### src/rtl/seg_scan_ctrl.sv
// 4-digit multiplexed 7-segment scan controller with frame-aligned double buffering.
// Optional build macro: LEADING_ZERO_BLANK_EN (blanks leading zero digits 3..1).
module seg_scan_ctrl #(
  parameter int REFRESH_DIV = 100000,
  parameter int DIV_W       = 17
) (
  input  logic        clk,
  input  logic        rst_n,
  input  logic [15:0] value_in,
  input  logic        value_vld,
  output logic [3:0]  digit_bcd,
  output logic [3:0]  an,
  output logic [1:0]  digit_idx,
  output logic        frame_done
);

  logic [DIV_W-1:0] div_q, div_d;
  logic [1:0]       idx_q, idx_d;
  logic [15:0]      disp_q, disp_d;
  logic [15:0]      pend_q, pend_d;
  logic             pflag_q, pflag_d;
  logic [3:0]       an_q, an_d;
  logic [3:0]       bcd_q, bcd_d;
  logic             fd_q, fd_d;
  logic             tick;
  logic             boundary;
  logic [3:0]       blank_mask;

  function automatic logic [3:0] nib_sel(input logic [15:0] v, input logic [1:0] i);
    logic [3:0] n;
    case (i)
      2'd0:    n = v[3:0];
      2'd1:    n = v[7:4];
      2'd2:    n = v[11:8];
      2'd3:    n = v[15:12];
      default: n = 4'd0;
    endcase
    return n;
  endfunction

`ifdef LEADING_ZERO_BLANK_EN
  // Digit k is dark when it and every more-significant nibble is zero; digit0 always lit.
  function automatic logic [3:0] lead_zero_mask(input logic [15:0] v);
    logic [3:0] m;
    m[3] = (v[15:12] == 4'd0);
    m[2] = m[3] && (v[11:8] == 4'd0);
    m[1] = m[2] && (v[7:4] == 4'd0);
    m[0] = 1'b0;
    return m;
  endfunction
  assign blank_mask = lead_zero_mask(disp_q);
`else
  assign blank_mask = 4'b0000;
`endif

  assign tick     = (div_q == DIV_W'(REFRESH_DIV - 1));
  assign boundary = tick && (idx_q == 2'd3);

  // Next-state: refresh divider, slot index, buffer transfer and registered outputs.
  always_comb begin
    div_d   = div_q;
    idx_d   = idx_q;
    disp_d  = disp_q;
    pend_d  = pend_q;
    pflag_d = pflag_q;

    if (tick) begin
      div_d = {DIV_W{1'b0}};
      idx_d = idx_q + 2'd1;
    end else begin
      div_d = div_q + DIV_W'(1);
    end

    // A strobe landing on the boundary skips the buffer and goes straight to display.
    if (boundary) begin
      pflag_d = 1'b0;
      if (value_vld) begin
        disp_d = value_in;
      end else if (pflag_q) begin
        disp_d = pend_q;
      end else begin
        disp_d = disp_q;
      end
    end else if (value_vld) begin
      pend_d  = value_in;
      pflag_d = 1'b1;
    end else begin
      pend_d  = pend_q;
    end

    an_d  = ~(4'b0001 << idx_q) | blank_mask;
    bcd_d = nib_sel(disp_q, idx_q);
    fd_d  = boundary;
  end

  // State and output registers.
  always_ff @(posedge clk or negedge rst_n) begin
    if (!rst_n) begin
      div_q   <= {DIV_W{1'b0}};
      idx_q   <= 2'd0;
      disp_q  <= 16'd0;
      pend_q  <= 16'd0;
      pflag_q <= 1'b0;
      an_q    <= 4'b1111;
      bcd_q   <= 4'd0;
      fd_q    <= 1'b0;
    end else begin
      div_q   <= div_d;
      idx_q   <= idx_d;
      disp_q  <= disp_d;
      pend_q  <= pend_d;
      pflag_q <= pflag_d;
      an_q    <= an_d;
      bcd_q   <= bcd_d;
      fd_q    <= fd_d;
    end
  end

  assign digit_bcd  = bcd_q;
  assign an         = an_q;
  assign digit_idx  = idx_q;
  assign frame_done = fd_q;

endmodule
### config.mk
export PLATFORM = sky130hd
export DESIGN_NAME = seg_scan_ctrl
export DESIGN_NICKNAME = d
export VERILOG_FILES = /design/src/rtl/seg_scan_ctrl.sv
export SDC_FILE = /design/constraint.sdc
export NUM_CORES = 1
export LEC_CHECK = 0
export CORE_MARGIN = 4
export CORE_UTILIZATION = 56
export CTS_BUF_LIST = sky130_fd_sc_hd__clkbuf_16
export DETAILED_ROUTE_END_ITERATION = 8
export PLACE_DENSITY = 0.8
export REMOVE_ABC_BUFFERS = 1
export SLEW_MARGIN = 40
export SYNTH_ARGS = -nofsm -noshare
export SYNTH_HDL_FRONTEND = slang
export SYNTH_SLANG_ARGS = --single-unit
### constraint.sdc
create_clock -name clk -period 2.4 [get_ports clk]
set_clock_uncertainty 0.1 [all_clocks]
set_input_delay 0.48 -clock clk [delete_from_list [all_inputs] [get_ports clk]]
set_output_delay 0.48 -clock clk [all_outputs]
set_load 0.05 [all_outputs]
# Word-level counts from Yosys, hierarchy flattened
# Cells that the tools add are included.
# W data, S select, Z words.
dict set report op_classes {
  shift 1
  eq_ne 4
  n_reduce_logical 6
  n_mux 6
  n_addsub 2
  n_bitwise 2
}
# cell count
set ops {}
lappend ops {{$mux W16} 2}
lappend ops {{$add A17 B1 Y17 const B} 1}
lappend ops {{$eq A17 B17 Y1 const B} 1}
lappend ops {{$mux W17} 1}
lappend ops {{$pmux W4 S4} 1}
lappend ops {{$eq A2 B2 Y1 const B} 2}
lappend ops {{$not A4 Y4} 1}
lappend ops {{$reduce_and A2 Y1} 2}
lappend ops {{$reduce_bool A2 Y1} 2}
lappend ops {{$shl A1 B2 Y4 const A} 1}
lappend ops {{$add A2 B1 Y2 const B} 1}
lappend ops {{$eq A2 B1 Y1 const B} 1}
lappend ops {{$logic_not A2 Y1} 1}
lappend ops {{$mux W1} 2}
lappend ops {{$logic_and A1 B1 Y1} 1}
lappend ops {{$not A1 Y1} 1}
dict set report totals {
  output_inout_bits 11
  wordCells 29
  inputBits 19
  regBits 61
}

# Longest topological paths before layout
# Gate-level depths: netlist (run 1).
dict set report depth {
  ltp_word 4
  ltp_mapped 8
}

# Worst setup path before layout (run 1)
# Ideal clock, no wire load.
dict set report synth_timing {
  path_type {reg2reg}
  from {register idx_q[1], in the netlist digit_idx[1]}
  to {register pend_q[10]}
  path_slack_ps 71
  t_arrival_ps 2104
  period_less_slack_ps 2329
  path_stages_with_launch 8
  path_cell_list {dfrtp_1 > ha_1 > inv_2 > nor4_1 > nand4b_1 > nand2_2 > buf_4 > mux2_2}
}
dict set report synth_via {
  elab_chain_cells 4
}
# item line_no
set synth_rtl {}
lappend synth_rtl {{start: declaration} 18} ;# logic [1:0] idx_q, idx_d;
lappend synth_rtl {{start signal: assignment} 109} ;# idx_q <= idx_d;
lappend synth_rtl {{$eq A2 B2 Y1} 57} ;# assign boundary = tick && (idx_q == 2'd3);
lappend synth_rtl {{$logic_and A1 B1 Y1} 57}
lappend synth_rtl {{$not A1 Y1 (no line)} --}
lappend synth_rtl {{$reduce_and A2 Y1 (no line)} --}
lappend synth_rtl {{end signal: assignment} 111} ;# pend_q <= pend_d;
lappend synth_rtl {{end: declaration} 20} ;# logic [15:0] pend_q, pend_d;
# No other way between the ends.
# A chain may end at the register's enable or synchronous reset.

# Final worst setup path (run 1)
dict set report layout_timing {
  from {register idx_q[1], in the netlist digit_idx[1]}
  to {register pend_q[14]}
}
# Same word-level chain as after synthesis.

==> results of run 1 <==
[synth_stat cells, types with 6 or more instances]
cell type / instances
xor2_1: 6
mux2_2: 16
a31oi_1: 7
xnor2_1: 9
nand3b_1: 7
nor2_1: 21
a21oi_1: 9
nand2_1: 9
nand3_1: 10
and3b_1: 10
inv_1: 17
dfrtp_1: 57
o2bb2ai_1: 8
ha_1: 6
[layer usage]
layer  vias to the layer above  part of all wire  global-route usage  wire length (um)
met5                         -                 0                   0                 0
met4                         0             0.016              0.0962                92
met3                         8             0.054              0.0646               300
met2                        52              0.49               0.303              2750
met1                       969              0.44               0.263              2440
li1                        957                 -                   -                 -
[cells by family after synthesis]
family | synth area share
DFF | 0.538
adders and majority gates | 0.0264
muxes | 0.0774
buffers and inverters | 0.0480
and+or+nand+nor | 0.160
xor gates and xnor gates | 0.0462
AOI/OAI and AO/OA | 0.104
[worst max path at each step]
stage                 startpoint         end  cells after the start
detailed placement  digit_idx[0]   pend_q[0]                      6
global placement    digit_idx[0]   pend_q[7]                      6
CTS                 digit_idx[1]  pend_q[14]                      6
finish              digit_idx[1]  pend_q[14]                      6
global route        digit_idx[1]  pend_q[14]                      6
floorplan           digit_idx[1]   pend_q[0]                      6
[cells in the final DEF (no fill, tap or decap), types with 10 or more instances in the layout]
cell type / synthesis / routed
inv_1: 17 / 20
and3b_1: 10 / 10
dfrtp_1: 57 / 57
mux2_2: 16 / 16
clkdlybuf4s50_1: 0 / 28
nand3_1: 10 / 10
nor2_1: 21 / 21
[metrics by stage]
| step | util | setup slack, ns | cells | setup TNS (ns) | hold WS [ns] |
|---|---|---|---|---|---|
| after floorplan | - | -0.156 | 235 | -2.49 | 0.0844 |
| after global placement | 0.666 | 0.260 | 338 | 0 | 0.320 |
| after detailed placement | 0.666 | 0.162 | 338 | 0 | 0.321 |
| after CTS | 0.720 | 0.131 | 354 | 0 | 0.370 |
| after global routing | 0.720 | 0.0108 | 354 | 0 | 0.397 |
| final | 0.720 | 0.155 | 354 | 0 | 0.371 |
[area by class of cell]
cell class	instances	area (um2)
clock buffer	9	225
multi-input combinational	156	1180
inverter	18	67.6
timing repair buffer	37	360
fill	364	1350
tap	67	83.8
sequential	61	1530
clock inverter	6	25.0
[flip-flops by register name, summed over array words and instances, names as in the netlist]
name and cells:
disp_q 16, frame_done 1, pend_q 16, an 4, div_q 17, digit_bcd 4, pflag_q 1, digit_idx 2
[report_power, final]
group / switching, mW / internal [mW] / leakage, nW
combinational: 0.0659 / 0.0765 / 0.670
clock: 0.410 / 0.671 / 0.136
sequential: 0.0168 / 1.07 / 0.766
total: 0.493 / 1.81 / 1.57
[critical path: stages, from the launching register on]
cell	delay, ns
dfrtp_1	0.39
ha_1	0.30
inv_2	0.09
nor4_1	0.29
nand4b_1	0.20
nand2_2	0.36
mux2_2	0.39
[repair_timing]
| action | 4_1_cts | 5_1_grt |
|---|---|---|
| endpoints found under the setup margin | 0 | 0 |
| gates resized for setup | 0 | 0 |
| hold endpoints to repair | 14 | 0 |
| hold buffers | 1 | 0 |
==> results.sh, run 1 <==
export IMPL_design_area_um2=3470
export IMPL_endpoint_kind="register"
export IMPL_drv_slew=0
export IMPL_start_util=0.590
export IMPL_hold_class="reg2reg"
export IMPL_area_growth_pct=22.0
export IMPL_path_clk_slew_ns=0.05
export IMPL_die_w_um=79.3
export IMPL_grt_max_degree=26
export IMPL_hold_end="div_q[4]"
export IMPL_reg2reg_to="pend_q[14]"
export IMPL_cap_violations=0
export IMPL_syn_inst=248
export IMPL_numClockSinks=61
export IMPL_synthTopCellsByArea="dfrtp_1, mux2_2, dfstp_2"
export IMPL_diodes=0
export IMPL_synth_edf_count=0
export IMPL_rsz0062_at_grt="false"
export IMPL_ctsRootBufferMaster="clkbuf_16"
export IMPL_cts_htree_levels=3
export IMPL_min_period_ns=2.25
export IMPL_total_power_mw=2.31
export IMPL_io_buffers=29
export IMPL_via_per_inst=5.61
export IMPL_cts_tree="yes"
export IMPL_synthArstFlopShare=1.00
export IMPL_antenna_left=0
export IMPL_cts_max_path_buffers=2
export IMPL_grt_pass1_wl_mm=9.55
export IMPL_period_share=0.935
export IMPL_grt_pass1_vias=1986
export IMPL_hpwl_mm=3.72
export IMPL_post_drt_wl_per_cell_um=15.8
export IMPL_holdPathStages=1
export IMPL_synth_cell_types=40
export IMPL_drc_errors=0
export IMPL_seq_area_frac_synth=0.538
export IMPL_vdd_drop_max_mv=0.428
export IMPL_rrSetupSlack_ns=0.15
export IMPL_ys_warnings_count=0
export IMPL_r2r_start="digit_idx[1]"
export IMPL_drive_gt1_frac=0.167
export IMPL_crit_fanout=16
export IMPL_nNetsFinal=308
export IMPL_syn_area_um2=2840
export IMPL_worst_pin_slew_ns=0.689
export IMPL_syn_area_per_cell_um2=11.5
export IMPL_fmax_mhz=445
export IMPL_holdCritStartpoint="div_q[4]"
export IMPL_hold_viol_final=0
export IMPL_status="complete, no violations"
export IMPL_first_pass_iters=4
export IMPL_gp_congestion=0.884
export IMPL_synth_top_area_frac=0.502
export IMPL_placed_area_um2=3210
export IMPL_drt_iter0_drc=95
export IMPL_antenna_found_initial=0
export IMPL_clk_latency_ns=0.32
export IMPL_critPathKind="reg2reg"
export IMPL_power_density_nw_per_um2=665
export IMPL_rows=25
export IMPL_synth_main_ff_cell="dfrtp_1"
export IMPL_p_leak_nw=1.57
export IMPL_start_kind="register"
export IMPL_setup_viol_count_final=0
export IMPL_slew_headroom=0.541
export IMPL_routed_wl_mm=5.58
export IMPL_io_pins=30
export IMPL_overflow=0
export IMPL_reg2reg_depth=6
export IMPL_cts_made_buffers=9
export IMPL_gr_usage_all_layers=0.201
export IMPL_fp_dieH_um=79.3
export IMPL_ys_seq_elements=61
export IMPL_postCtsSetupBuffers=0
export IMPL_cp_arrival_ns=2.35
export IMPL_die_area_um2=6280
export IMPL_cp_required_ns=2.50
export IMPL_vias=1986
export IMPL_yosysTopAreaCell="dfrtp_1"
export IMPL_core_um2=4820
(Power assumes the default switching activity.)
==> run 2: changes to the inputs <==
CORE_UTILIZATION = 50   (was 56)
PLACE_DENSITY = 0.73   (was 0.8)
REMOVE_ABC_BUFFERS = default   (was 1)
SKIP_CTS_REPAIR_TIMING = 1   (was default)
==> run 2 against run 1 <==
  * Sequential cell count unchanged
  * Combinational power grew 4%
  * Non-clock buffer count decreased by 1
  * Hold slack got worse by 0.34 ns
  * Power is 0.14% lower
  * Core utilization decreased by 8.5 points
  * Critical path depth is 5 lower
  * Worst setup slack better by 0.035 ns
  * Sequential power barely moved
  * Via count is 1.6% lower
  * Register-to-register slack improved by 0.06 ns
  * Count of clock-buffer cells in the layout stayed put
==> results.sh, run 2 (same netlist as run 1, synthesis figures left out) <==
export IMPL_status="complete, no violations"
export IMPL_die_area_um2=6960
export IMPL_overflow=0
export IMPL_fmax_mhz=453
export IMPL_syn_nets=273
export IMPL_cap_violations=0
export IMPL_io_pins=30
export IMPL_worst_pin_slew_ns=0.519
export IMPL_rsz0062_at_grt="false"
export IMPL_drc_errors=0
export IMPL_power_density_nw_per_um2=659
export IMPL_reg_top3="div_q (17), disp_q (16), pend_q (16)"
export IMPL_first_pass_iters=4
export IMPL_routed_wl_mm=5.59
export IMPL_grt_pass1_wl_mm=9.80
export IMPL_dp_slack_ns=0.150
export IMPL_worst_path_buf_inv=1
export IMPL_hpwl_mm=3.82
export IMPL_endpoint_kind="output port"
export IMPL_diodes=0
export IMPL_p_leak_nw=1.58
export IMPL_gr_usage_all_layers=0.177
export IMPL_cp_slowest_stage_delay_ns=0.79
export IMPL_gp_congestion=0.821
export IMPL_fp_dieH_um=83.4
export IMPL_fin_tns_setup_ns=0
export IMPL_clk_latency_ns=0.32
export IMPL_path_cells="clkdlybuf4s50_1"
export IMPL_nNetsFinal=307
export IMPL_rows=27
export IMPL_cts_made_buffers=9
export IMPL_drv_slew=0
export IMPL_grt_pass1_vias=1995
export IMPL_critPathSlowestCell="clkdlybuf4s50_1"
export IMPL_start_util=0.516
export IMPL_antenna_found_initial=0
export IMPL_cp_top_family="buffers and inverters"
export IMPL_vias=1954
export IMPL_cp_required_ns=1.82
export IMPL_core_um2=5510
export IMPL_ctsRootBufferMaster="clkbuf_16"
export IMPL_rrSetupSlack_ns=0.21
export IMPL_crit_fanout=1
export IMPL_cp_arrival_ns=1.63
export IMPL_vdd_drop_max_mv=0.458
export IMPL_antenna_left=0
export IMPL_cts_htree_levels=3
export IMPL_drive_gt1_frac=0.167
export IMPL_grt_max_degree=29
export IMPL_start_kind="register"
export IMPL_hold_viol_final=0
export IMPL_fillers=429
export IMPL_post_drt_wl_per_cell_um=15.6
export IMPL_layout_setup_ws_ns=0.190
export IMPL_total_power_mw=2.30
export IMPL_io_buffers=29
export IMPL_utilization=0.635
export IMPL_area_growth_pct=22.9
export IMPL_period_share=0.921
export IMPL_largest_register_ff_count=17
export IMPL_numClockSinks=61
export IMPL_min_period_ns=2.21
export IMPL_hold_class="in2async"
export IMPL_layout_common_cells="dfrtp_1, clkdlybuf4s50_1, inv_1, nor2_1, mux2_2"
export IMPL_path_clk_slew_ns=0.05
export IMPL_cts_max_path_buffers=2
export IMPL_mostFrequentLayoutCell="dfrtp_1"
export IMPL_drt_iter0_drc=108
export IMPL_regMostFlops="div_q"
export IMPL_via_per_inst=5.44
export IMPL_setup_viol_count_final=0
export IMPL_die_w_um=83.4
export IMPL_slew_headroom=0.654
export IMPL_cts_tree="yes"
export IMPL_critPathKind="reg2out"
run 2: cell types whose count changed in the layout (fill, tap and decap cells not counted), sizes merged:
cell         previous run  this run
dlygate4sd3             1         0
inv                    21        22
run 2: stage by stage:
| stage | instance area [um2] | instances | hold slack [ns] |
|---|---|---|---|
| 2_1_floorplan | 2840 | 248 | 0.0844 |
| 3_5_place_dp | 3240 | 343 | 0.367 |
| 5_1_grt | 3500 | 359 | 0.0615 |
| 6_report | 3500 | 359 | 0.0325 |
| 4_1_cts | 3490 | 359 | 0.0507 |
| 3_3_place_gp | 3240 | 343 | 0.354 |
run 2: worst paths after layout:
check                              from  cells after the start          to
max                               an[0]                      1       an[0]
min in group clk               div_q[4]                      1    div_q[4]
min                               rst_n                      1  pend_q[14]
max in group asynchronous         rst_n                      2       an[1]
min reg2reg                    div_q[4]                      1    div_q[4]
max reg2reg                digit_idx[0]                      6   pend_q[3]
run 2: cell type report:
cell class                      instances  area (um2)  share of cell area
Clock buffer                            9         225              0.0644
Timing Repair Buffer                   36         375               0.107
Multi-Input combinational cell        156        1180               0.337
Sequential cell                        61        1530               0.438
Inverter                               18        67.6              0.0193
Tap cell                               72        90.1              0.0258
Clock inverter                          7        27.5             0.00787
run 2: metal layers:
metal	routed length (um)	up-vias	GRT usage
met5	0	-	0
met4	123	0	0.0848
met3	203	10	0.0417
met2	2750	37	0.280
met1	2510	956	0.230
li1	-	951	-
run 2: report_power, final:
group | internal [mW] | switching, mW | leakage, nW
Sequential | 1.07 | 0.0168 | 0.766
Clock | 0.671 | 0.402 | 0.139
Combinational | 0.0789 | 0.0688 | 0.672
Total | 1.82 | 0.487 | 1.58
